<file path="src/rtl/seg_disp_pkg.sv">
// Shared types and helpers for the seven-segment display scheduler.
package seg_disp_pkg;

  typedef enum logic [1:0] {
    ST_IDLE = 2'd0,
    ST_SHOW = 2'd1,
    ST_GAP  = 2'd2
  } state_t;

  // Requester indices; a lower index means a higher priority.
  localparam logic [1:0] REQ_ERR   = 2'd0;
  localparam logic [1:0] REQ_CHG   = 2'd1;
  localparam logic [1:0] REQ_PRICE = 2'd2;

  // Code the digit driver renders as a dark digit.
  localparam logic [3:0] BLANK_DIGIT = 4'hF;

  function automatic logic [3:0] sanitize_nibble(input logic [3:0] n);
    return (n > 4'd9) ? BLANK_DIGIT : n;
  endfunction

  function automatic logic [15:0] sanitize_word(input logic [15:0] w);
    logic [15:0] r;
    r = '0;
    for (int i = 0; i < 4; i++) begin
      r[i*4 +: 4] = sanitize_nibble(w[i*4 +: 4]);
    end
    return r;
  endfunction

endpackage

</file>
<file path="src/rtl/disp_hold_timer.sv">
// Loadable down-counter that parks at zero; used for message hold and gap timing.
module disp_hold_timer #(
  parameter int W = 4
) (
  input  logic         CLK,
  input  logic         RST,
  input  logic         load,
  input  logic [W-1:0] load_val,
  output logic [W-1:0] value,
  output logic         zero
);

  // Load takes precedence; otherwise count down and stop at zero (never wraps).
  always_ff @(posedge CLK or posedge RST) begin
    if (RST) begin
      value <= '0;
    end else if (load) begin
      value <= load_val;
    end else if (value != '0) begin
      value <= value - 1'b1;
    end
  end

  assign zero = (value == '0);

endmodule

</file>
<file path="src/rtl/seg_disp_scheduler.sv">
// Arbitrates display messages: fixed-priority grant, timed hold, blank gap, idle fallback.
module seg_disp_scheduler
  import seg_disp_pkg::*;
#(
  parameter int         HOLD_CYC = 100_000_000,
  parameter int         GAP_CYC  = 5_000_000,
  parameter logic [3:0] DP_MASK  = 4'b0100
) (
  input  logic        CLK,
  input  logic        RST,
  input  logic [2:0]  req,
  input  logic [47:0] req_bcd,
  input  logic [15:0] idle_bcd,
  output logic [2:0]  ack,
  output logic        busy,
  output logic [1:0]  active_id,
  output logic [15:0] disp_bcd,
  output logic [3:0]  disp_dp,
  output logic        disp_blank
);

  localparam int MAX_CYC = (HOLD_CYC > GAP_CYC) ? HOLD_CYC : GAP_CYC;
  localparam int TW      = $clog2(MAX_CYC + 1);
  localparam logic [TW-1:0] HOLD_LOAD = TW'(HOLD_CYC - 1);
  localparam logic [TW-1:0] GAP_LOAD  = (GAP_CYC > 0) ? TW'(GAP_CYC - 1) : '0;

  state_t          state, state_n;
  logic [2:0]      avail;
  logic            any_req;
  logic [1:0]      win_id;
  logic [15:0]     win_word;
  logic            hi_pri;
  logic            grant, finish;
  logic            tmr_load, tmr_zero;
  logic [TW-1:0]   tmr_val, tmr_value;
  logic [2:0]      ack_n;
  logic            busy_n, blank_n;
  logic [1:0]      id_n;
  logic [15:0]     bcd_n;

  disp_hold_timer #(.W(TW)) u_timer (
    .CLK      (CLK),
    .RST      (RST),
    .load     (tmr_load),
    .load_val (tmr_val),
    .value    (tmr_value),
    .zero     (tmr_zero)
  );

  // The requester just acknowledged still holds req for one cycle, so mask it out.
  assign avail   = req & ~ack;
  assign any_req = |avail;
  assign hi_pri  = any_req && (win_id < active_id);

  // Fixed-priority winner (lowest set index) and its BCD word.
  always_comb begin
    win_id = REQ_ERR;
    if (avail[REQ_PRICE]) win_id = REQ_PRICE;
    if (avail[REQ_CHG])   win_id = REQ_CHG;
    if (avail[REQ_ERR])   win_id = REQ_ERR;
    case (win_id)
      REQ_CHG:   win_word = req_bcd[31:16];
      REQ_PRICE: win_word = req_bcd[47:32];
      default:   win_word = req_bcd[15:0];
    endcase
  end

  // Next-state and next-output decode; preemption is evaluated before hold expiry.
  always_comb begin
    state_n  = state;
    ack_n    = '0;
    busy_n   = busy;
    id_n     = active_id;
    bcd_n    = disp_bcd;
    blank_n  = disp_blank;
    tmr_load = 1'b0;
    tmr_val  = HOLD_LOAD;
    grant    = 1'b0;
    finish   = 1'b0;

    case (state)
      ST_IDLE: begin
        busy_n  = 1'b0;
        id_n    = '0;
        blank_n = 1'b0;
        bcd_n   = sanitize_word(idle_bcd);
        grant   = any_req;
      end
      ST_SHOW: begin
        if (hi_pri) begin
          grant = 1'b1;
        end else if (tmr_zero) begin
          if (GAP_CYC > 0) begin
            state_n  = ST_GAP;
            blank_n  = 1'b1;
            tmr_load = 1'b1;
            tmr_val  = GAP_LOAD;
          end else begin
            finish = 1'b1;
          end
        end
      end
      ST_GAP: begin
        blank_n = 1'b1;
        finish  = tmr_zero;
      end
      default: state_n = ST_IDLE;
    endcase

    if (finish) begin
      if (any_req) begin
        grant = 1'b1;
      end else begin
        state_n = ST_IDLE;
        busy_n  = 1'b0;
        id_n    = '0;
        blank_n = 1'b0;
        bcd_n   = sanitize_word(idle_bcd);
      end
    end

    if (grant) begin
      state_n  = ST_SHOW;
      ack_n    = 3'b001 << win_id;
      id_n     = win_id;
      bcd_n    = sanitize_word(win_word);
      blank_n  = 1'b0;
      busy_n   = 1'b1;
      tmr_load = 1'b1;
      tmr_val  = HOLD_LOAD;
    end
  end

  // State and registered outputs; reset aborts any message in flight.
  always_ff @(posedge CLK or posedge RST) begin
    if (RST) begin
      state      <= ST_IDLE;
      ack        <= '0;
      busy       <= 1'b0;
      active_id  <= '0;
      disp_bcd   <= '0;
      disp_dp    <= '0;
      disp_blank <= 1'b1;
    end else begin
      state      <= state_n;
      ack        <= ack_n;
      busy       <= busy_n;
      active_id  <= id_n;
      disp_bcd   <= bcd_n;
      disp_dp    <= blank_n ? 4'h0 : DP_MASK;
      disp_blank <= blank_n;
    end
  end

endmodule

</file>
<file path="config.mk">
export PLATFORM = sky130hd
export DESIGN_NAME = seg_disp_scheduler
export DESIGN_NICKNAME = d
export VERILOG_FILES = /design/src/rtl/seg_disp_pkg.sv /design/src/rtl/disp_hold_timer.sv /design/src/rtl/seg_disp_scheduler.sv
export SDC_FILE = /design/constraint.sdc
export NUM_CORES = 1
export LEC_CHECK = 0
export CORE_AREA = 8 8 85 102
export CTS_BUF_LIST = sky130_fd_sc_hd__clkbuf_4
export CTS_CLUSTER_SIZE = 40
export DETAILED_ROUTE_END_ITERATION = 16
export DIE_AREA = 0 0 93 110
export PLACE_DENSITY = 0.81
export SLEW_MARGIN = 15
export SYNTH_ARGS = -nofsm -noshare
export SYNTH_HDL_FRONTEND = slang
export SYNTH_HIERARCHICAL = 1
export SYNTH_SLANG_ARGS = --single-unit
</file>
<file path="constraint.sdc">
create_clock -name CLK -period 4.6 [get_ports CLK]
set_clock_uncertainty 0.05 [all_clocks]
set_input_delay 0.92 -clock CLK [delete_from_list [all_inputs] [get_ports CLK]]
set_output_delay 0.92 -clock CLK [all_outputs]
set_load 0.05 [all_outputs]
</file>
======== Word-level counts from Yosys, hierarchy flattened ========
Index checks and enable logic that the tools add are counted.
storage, ports and cells
  latch bits .............................. 0
  bits of input ports ..................... 69
  bits in writable memories ............... 0
  register bits ........................... 55
  ROM bits ................................ 0
  memories kept ........................... 0
  logic and storage cells ................. 85
  output and inout bits ................... 27
operators by class
  add/sub/neg operators ................... 1
  shift operators ......................... 1
  $lt $le $gt $ge ......................... 9
  bitwise operators ....................... 2
  $mul .................................... 0
  equal/unequal tests ..................... 4
  muxes and demuxes ....................... 53
  divide/modulo/power cells ............... 0
  reductions and logical operators ........ 7
operator list
  cell                                                  count
  two-way mux 27 bit                                    6
  two-way mux 16 bit                                    4
  greater-than comparator 4 bit, second input constant  8
  two-way mux 4 bit                                     8
  one-hot mux 16 bit (2 select lines)                   1
  zero test 27 bit                                      1
  nonzero test 27 bit                                   1
  subtractor 27 x 1 -> 27 bit, second input constant    1
  two-way mux 2 bit                                     12
  two-way mux 1 bit                                     17
  two-way mux 3 bit                                     2
  == test 2 x 1 -> 1 bit, second input constant         2
  == test 2 bit, second input constant                  2
  one-hot mux 2 bit (2 select lines)                    1
  bitwise AND 3 bit                                     1
  inverter 3 bit                                        1
  one-hot mux 1 bit (3 select lines)                    1
  OR reduction 3 bit                                    1
  << shifter 1 x 2 -> 3 bit, first input constant       1
  zero test 2 bit                                       1
  less-than comparator 2 bit                            1
  one-hot mux 1 bit (2 select lines)                    1
  nonzero test 2 bit                                    1
  OR reduction 2 bit                                    1
  logical AND 1 bit                                     1

======== Longest topological paths before layout ========
Gate-level depths: netlist of run 1.
  depth in word-level cells ............... 13
  gate-level depth with buffers ........... 16
  gate-level depth less buffers ........... 11

======== By module ========
Netlist of run 1, hierarchy kept.
modules (own cells, without submodules)
  module              area an instance (sq um)  instances  seq. area each (sq um)  cells each
  seg_disp_scheduler  1,825.5                   1          651.9                   197
  disp_hold_timer     1,555.2                   1          675.6                   161

======== Least setup slack after synthesis of run 1 ========
OpenSTA, ideal clock, no wires.
  path type ............................... flip-flop to flip-flop
  from .................................... register u_timer.value[0]
  to ...................................... register u_timer.value[2]
  data required time ...................... 4,455 ps
  cell stages (with the launch flop) ...... 17
  library setup time ...................... 95 ps
  arrival ................................. 3,781 ps
  clock period less this slack ............ 3,927 ps
  slack ................................... 673 ps
  path buffers ............................ 5
  path through ............................ dfrtp_1 inv_1 ha_1 or3b_2 or4b_4 buf_6 nor4b_4 buf_2 nand2b_1 a21oi_2 nand2_1 nand2_1 clkbuf_1 clkbuf_1 clkbuf_1 nand2_1 o31ai_1
on the way
  word-level cells in the longest chain between the ends .. 6
  elaborated cells on any way between the ends .. 13
  classes of those cells .................. add/sub (1); mux (9); reduce/logical (3)
RTL lines
  what                                                             line                       RTL
  start, declared                                                  disp_hold_timer.sv:9       output logic [W-1:0] value,
  start signal, assigned                                           disp_hold_timer.sv:18      value <= load_val;
  start signal, assigned                                           disp_hold_timer.sv:20      value <= value - 1'b1;
  zero test 27 bit (*)                                             disp_hold_timer.sv:24      assign zero = (value == '0);
  via tmr_zero                                                     seg_disp_scheduler.sv:34   logic tmr_load, tmr_zero;
  two-way mux 1 bit                                                seg_disp_scheduler.sv:92   end else if (tmr_zero) begin
  two-way mux 1 bit                                                seg_disp_scheduler.sv:90   if (hi_pri) begin
  two-way mux 1 bit                                                seg_disp_scheduler.sv:81   case (state)
  two-way mux 1 bit (*)                                            seg_disp_scheduler.sv:122  if (grant) begin
  via tmr_load                                                     seg_disp_scheduler.sv:34
  two-way mux 27 bit / nonzero test 2 bit (equally long branches)  n/a
The timed path passes the listed nets; every way through them passes the cells marked *. The select of a mux whose other input is x is not followed.
A chain may end at the register's enable or synchronous reset.

======== Worst setup path in the final report of run 1 ========
  from .................................... register u_timer.value[0]
  to ...................................... register u_timer.value[25]
Same word-level chain as after synthesis.

==> summary.md, run 1 <==
| Metric | Value |
|---|---|
| Worst EP required | `4.82 ns` |
| Synth Warn # | `6` |
| Critical Path End Type | `register` |
| DRT antenna net count | `0` |
| Layout cells sized above 1 | `9.07%` |
| H-tree depth | `2` |
| Root buffer cell | `clkbuf_4` |
| Largest net degree at the start of global routing | `29` |
| Final period util | `82.4%` |
| RSZ-0062 raised after global routing | `false` |
| Post-placement cell count | `534` |
| P_leak | `1.85 nW` |
| EDFF count, synth | `0` |
| Slew margin rel. | `33.9%` |
| Cell accounting for the most synthesized area | `dfrtp_1` |
| Cell Area, Synth | `3380 µm²` |
| Residual DRC | `0` |
| Detail-routed net length per standard cell | `17.8 µm` |
| Worst EP arrival | `~4.0 ns` |
| Vias per cell | `5.71` |
| Worst Hold Depth | `2` |
| # setup viols final | `0` |
| Worst r2r path cells | `11` |
| Clock slew at reported path FFs | `0.15 ns` |
| Worst setup SP type | `register` |
| Mean Syn Cell Area | `approximately 9.4 µm²` |
| Die width | `93 µm` |
| Seq/Total Area, Yosys | `about 39%` |
| Pre-CTS setup slack | `0.815 ns` |
| Post-CTS sizing | `0` |
| Critical Path Fanout Max | `28` |
| 1st-iter DRT viols | `190` |
| Number of I/O pins | `96` |
| Setup slack after layout | `0.810 ns` |
| # Post-CTS Setup Buffers | `0` |
| Final non-filler cell area | `4430 µm²` |
| Final Max Slew Viols | `0` |
| Overflow after GRT | `0` |
| Final HPWL from detailed placement | `7350 µm` |
| Clock Sinks | `between 50 and 60` |
| Synth Instances | `358` |
| Worst Tran Pin Value | `0.990 ns` |
| Max IR drop VDD | `0.341 mV` |
| Area of placed instances | `4340 µm²` |
| Number of library cell types mapped by synthesis | `55` |
| Synth area leaders | `dfrtp_1 38%, o31ai_1 5.1%, a21oi_1 4.4%, a221o_1 3.8%, mux2i_1 3.8%` |
| Num CTS Buffers | `5` |
| Final GP Congestion | `roughly 0.9` |
| Overall via count from detail_route | `between 3000 and 4000` |
| Final Hold Viols | `0` |
| Fin crit period | `approximately 3.8 ns` |
| Hold Crit Class | `reg -> reg` |
| Fin nets | `522` |
| Yosys top cell area share | `around 38%` |
| Initial Utilization | `47.9%` |
| Most frequent cells in the layout | `92 x clkdlybuf4s50_1, 52 x dfrtp_1, 31 x nand2_1, 30 x a21oi_1, 23 x o31ai_1` |
| Commonest non-fill, non-tap cell in the layout | `clkdlybuf4s50_1` |
| First-pass GRT wire length | `~15000 µm` |
| Max frequency | `264 MHz` |
| Antenna violations before repair | `0` |
| WS Path Type | `reg -> reg` |
| CTS tree | `done` |
| Cell Rows | `34` |
| Port Buf Inserts | `92` |
| Die height | `110 µm` |
| # hold bufs at CTS | `0` |
| Post-Route Setup TNS | `0 ns` |
| Core ar. | `7060 µm²` |
| Total power | `0.00253 W` |
| Total GRT Usage | `between 15 and 20%` |
| Synth-to-Final Area Change | `30.9%` |
| Async set-reset flop share out of synthesis | `100%` |
| DRT Pass-1 Iters | `4` |
| Status | `finished clean` |
| GR Util met3 | `3.66%` |
| Number of max-cap violations | `0` |
| Diode count | `0` |
| Met2 Use GR | `between 30 and 40%` |
| Top FF cell, synth | `dfrtp_1` |
| Die area | `10200 µm²` |
| Final Non-Filler Cells | `between 500 and 600` |
| Vias in the first global route | `3050` |
| Final wirelength | `9640 µm` |
| Worst-Skew Late Latency | `0.38 ns` |
| PD cells | `573 nW/µm²` |
| Yosys reg bits | `53` |
| Met1 Use GR | `21.9%` |
| Global route hottest layer | `met2` |
| CTS max path bufs | `2` |
## cells by family (layout without fill, tap and decap cells)
| kind of cell | count (synthesis) | in the layout | share of synthesized area, % |
|---|---|---|---|
| muxes | 19 | 19 | 6.29 |
| buffers and inverters | 35 | 115 | 6.07 |
| adders and majority gates | 2 | 2 | 0.740 |
| and+or+nand+nor | 118 | 118 | 20.1 |
| AOI/OAI and AO/OA | 108 | 108 | 21.8 |
| xor gates and xnor gates | 21 | 21 | 5.44 |
| DFF | 53 | 53 | 39.3 |
| other | 2 | 16 | 0.222 |
## layout make-up
| class | instances | area (µm²) |
|---|---|---|
| fill | 598 | 2640 |
| multi-input combinational | 284 | 1900 |
| sequential | 53 | 1330 |
| timing repair buffer | 98 | 966 |
| tap | 90 | 113 |
| clock buffer | 6 | 45.0 |
| clock inverter | 2 | 38.8 |
| inverter | 9 | 33.8 |
## cells in the mapped netlist, drive strengths merged (3+ instances only)
library cell  instances
a221o                13
nor3                  9
a21o                  3
nor2b                 5
a22o                  4
nand2                31
inv                   9
nand2b                8
xnor2                14
or2                   3
mux2i                13
clkbuf               10
nor4                  4
a31oi                 4
a21oi                35
xor2                  7
buf                  16
nand3b                4
mux2                  6
or4                   6
nand3                 6
nor2                 17
and3                 15
o21ai                19
dfrtp                52
o31ai                23
## final timing paths
path                                            endpoint                          from  slack, ns
min in group asynchronous   u_timer/value[2]$_DFFE_PP0P_                           RST       0.92
max in group asynchronous          disp_bcd[4]$_DFF_PP0_                           RST       2.86
setup / recovery           u_timer/value[25]$_DFFE_PP0P_  u_timer/value[0]$_DFFE_PP0P_       0.81
hold reg to reg                           busy$_DFF_PP0_                busy$_DFF_PP0_       0.47
setup reg to reg           u_timer/value[25]$_DFFE_PP0P_  u_timer/value[0]$_DFFE_PP0P_       0.81
hold / removal                            busy$_DFF_PP0_                busy$_DFF_PP0_       0.47
## worst max-delay path: stages (launching register included)
cell       delay [ns]
dfrtp_1          0.42
inv_1            0.09
ha_1             0.18
or3b_2           0.51
or4b_4           0.64
nor4b_4          0.26
buf_4            0.35
nand3b_1         0.13
nand2_1          0.38
buf_4            0.29
a2111oi_0        0.09
a221o_1          0.29
## routing by layer
layer,routed length (µm),vias to the layer above
met5,0,-
li1,-,1479
met3,594,11
met1,4170,1500
met4,142,0
met2,4730,107
## registers in the layout, summed over array words and instances, names as in the netlist
register / flops
u_timer/value: 27
disp_bcd: 16
ack: 3
active_id: 2
state: 2
busy: 1
disp_blank: 1
disp_dp: 1
## where the power goes
group          leakage (nW)  internal [W]  switching, W
clock                0.0459      0.000122      0.000150
combinational          1.17      0.000587      0.000845
sequential            0.629      0.000663      0.000166
## stage by stage
| stage | hold slack, ns | utilization (%) |
|---|---|---|
| 2_1_floorplan | 0.493 | - |
| 3_3_place_gp | 0.439 | 61.5 |
| 3_5_place_dp | 0.449 | 61.5 |
| 4_1_cts | 0.480 | 62.7 |
| 5_1_grt | 0.514 | 62.7 |
| 6_report | 0.469 | 62.7 |
Note: power is estimated with default switching activity, not from simulation.
==> inputs of run 2 (changes only) <==
- clock period: 4.6 -> 3.74 ns (I/O delays scaled with it)
==> run 2 against run 1 <==
Via count up 0.26%; wire length up 3.5%; critical path type unchanged; highest routed layer unchanged; core utilization is 0.55 points higher; maximum frequency grew 6.9%; sequential power up 23%; die area unchanged; critical path depth stayed put.
==> summary.md, run 2 (synthesis gave the netlist of run 1 again) <==
| Metric | Value |
|---|---|
| Status | `finished clean` |
| Max IR drop VDD | `0.459 mV` |
| 1st-iter DRT viols | `around 130` |
| Vias in the first global route | `3084` |
| DRT antenna net count | `0` |
| Final Max Slew Viols | `0` |
| Fill cell count | `~610` |
| Vias per cell | `5.67` |
| Worst r2r path cells | `11` |
| Initial Utilization | `47.9%` |
| Overflow after GRT | `0` |
| H-tree depth | `2` |
| Layout cells sized above 1 | `9.83%` |
| R2R setup slack | `between 0.15 and 0.2 ns` |
| Residual DRC | `0` |
| CTS tree | `done` |
| # setup viols final | `0` |
| Die height | `110 µm` |
| Port Buf Inserts | `92` |
| Detail-routed net length per standard cell | `18.2 µm` |
| Critical Path End Type | `register` |
| Die area | `10200 µm²` |
| Antenna violations before repair | `0` |
| Diode count | `0` |
| Num CTS Buffers | `5` |
| Clock Sinks | `between 50 and 60` |
| Worst setup SP type | `register` |
| Cell Rows | `34` |
| Total GRT Usage | `19.5%` |
| Worst Hold Slack | `0.490 ns` |
| Number of I/O pins | `96` |
| Final GP Congestion | `0.887` |
| Hold path start | `busy$_DFF_PP0_` |
| Worst Tran Pin Value | `1.02 ns` |
| Reg2reg end | `u_timer/value[25]$_DFFE_PP0P_` |
| Overall via count from detail_route | `3105` |
| Final period util | `between 90 and 100%` |
| Worst EP required | `3.96 ns` |
| Setup slack after layout | `0.194 ns` |
| Most frequent cells in the layout | `92 x clkdlybuf4s50_1, 52 x dfrtp_1, 31 x nand2_1, 30 x a21oi_1, 23 x o31ai_1` |
| Final Non-Filler Cells | `548` |
| Root buffer cell | `clkbuf_4` |
| Max reg flops | `27` |
| Final wirelength | `about 10000 µm` |
| # hold bufs at CTS | `0` |
| Post-CTS sizing | `0` |
| Final HPWL from detailed placement | `7580 µm` |
| Hold Crit Class | `reg -> reg` |
| Reg with most FFs | `u_timer/value` |
| Die width | `93 µm` |
| Post-Route Setup TNS | `0 ns` |
| CTS max path bufs | `2` |
| Post-placement cell count | `540` |
| P_leak | `1.87 nW` |
| Clock slew at reported path FFs | `around 0.16 ns` |
| # Post-CTS Setup Buffers | `0` |
| Max frequency | `282 MHz` |
| WHS Endpoint | `busy$_DFF_PP0_` |
| Largest net degree at the start of global routing | `28` |
| Core ar. | `7060 µm²` |
| Largest regs | `u_timer/value: 27 flops, disp_bcd: 16 flops, ack: 3 flops` |
| Synth-to-Final Area Change | `32.1%` |
| Worst EP arrival | `3.77 ns` |
| Slew margin rel. | `between 30% and 40%` |
| Register area | `1330 µm²` |
| Worst-Skew Late Latency | `0.38 ns` |
| Commonest non-fill, non-tap cell in the layout | `clkdlybuf4s50_1` |
| RSZ-0062 raised after global routing | `false` |
| DRT Pass-1 Iters | `5` |
| Final Hold Viols | `0` |
| Footprint of the multi-input gates | `1900 µm²` |
| WS Path Type | `reg -> reg` |
| PD cells | `702 nW/µm²` |
| Fin crit period | `3.55 ns` |
| Pre-CTS setup slack | `0.260 ns` |
| Reg-to-reg startpoint | `u_timer/value[0]$_DFFE_PP0P_` |
| First-pass GRT wire length | `15800 µm` |
| Critical Path Fanout Max | `15` |
| Fin nets | `528` |
| Worst Hold Depth | `2` |
| Number of max-cap violations | `0` |
-- run 2: layout make-up --
cell class / instances / share of cell area, %
repair buffers: 104 / 22.6
flip-flops and latches: 53 / 29.7
multi-input cells: 284 / 42.6
clock buffers: 5 / 0.841
inverters: 9 / 0.757
well taps: 90 / 2.52
clock inverters: 3 / 0.925
-- run 2: how the worst max path moves through the flow --
stage                            startpoint                             to  slack [ns]
6_report       u_timer/value[0]$_DFFE_PP0P_  u_timer/value[25]$_DFFE_PP0P_        0.19
5_1_grt        u_timer/value[0]$_DFFE_PP0P_   u_timer/value[6]$_DFFE_PP0P_        0.01
4_1_cts        u_timer/value[0]$_DFFE_PP0P_  u_timer/value[25]$_DFFE_PP0P_        0.22
3_5_place_dp   u_timer/value[0]$_DFFE_PP0P_  u_timer/value[25]$_DFFE_PP0P_        0.26
3_3_place_gp   u_timer/value[0]$_DFFE_PP0P_          disp_bcd[8]$_DFF_PP0_        0.37
2_1_floorplan  u_timer/value[0]$_DFFE_PP0P_   u_timer/value[8]$_DFFE_PP0P_        0.03
-- run 2: metrics by stage --
stage,instance area (µm²),utilization [%],total power (W)
after global routing,4460,63.2,0.00334
after global placement,4390,62.1,0.00276
after CTS,4460,63.2,0.00315
final,4460,63.2,0.00314
after detailed placement,4390,62.1,0.00282
after floorplan,3440,-,0.00228
-- run 2: worst max-delay path, stage by stage, from the launching register on --
cell	delay [ns]
dfrtp_1	0.41
inv_1	0.10
ha_1	0.19
or3b_2	0.51
or4b_4	0.63
nor4b_4	0.28
nand2b_1	0.13
a21oi_2	0.17
nand2_1	0.12
nand2_1	0.38
a2111oi_0	0.17
a221o_1	0.29
-- run 2: layer usage --
layer / global-route usage [%] / part of all wire [%] / vias to the layer above
li1: - / - / 1497
met3: 4.54 / 7.0 / 10
met2: 34.9 / 51 / 114
met1: 22.8 / 40 / 1484
met5: 0 / 0 / -
met4: 5.54 / 1.2 / 0
-- run 2: power breakdown --
group          switching, W  total, W  internal (W)
Combinational       0.00105   0.00180      0.000747
Sequential         0.000202   0.00102      0.000815
Clock              0.000184  0.000323      0.000139
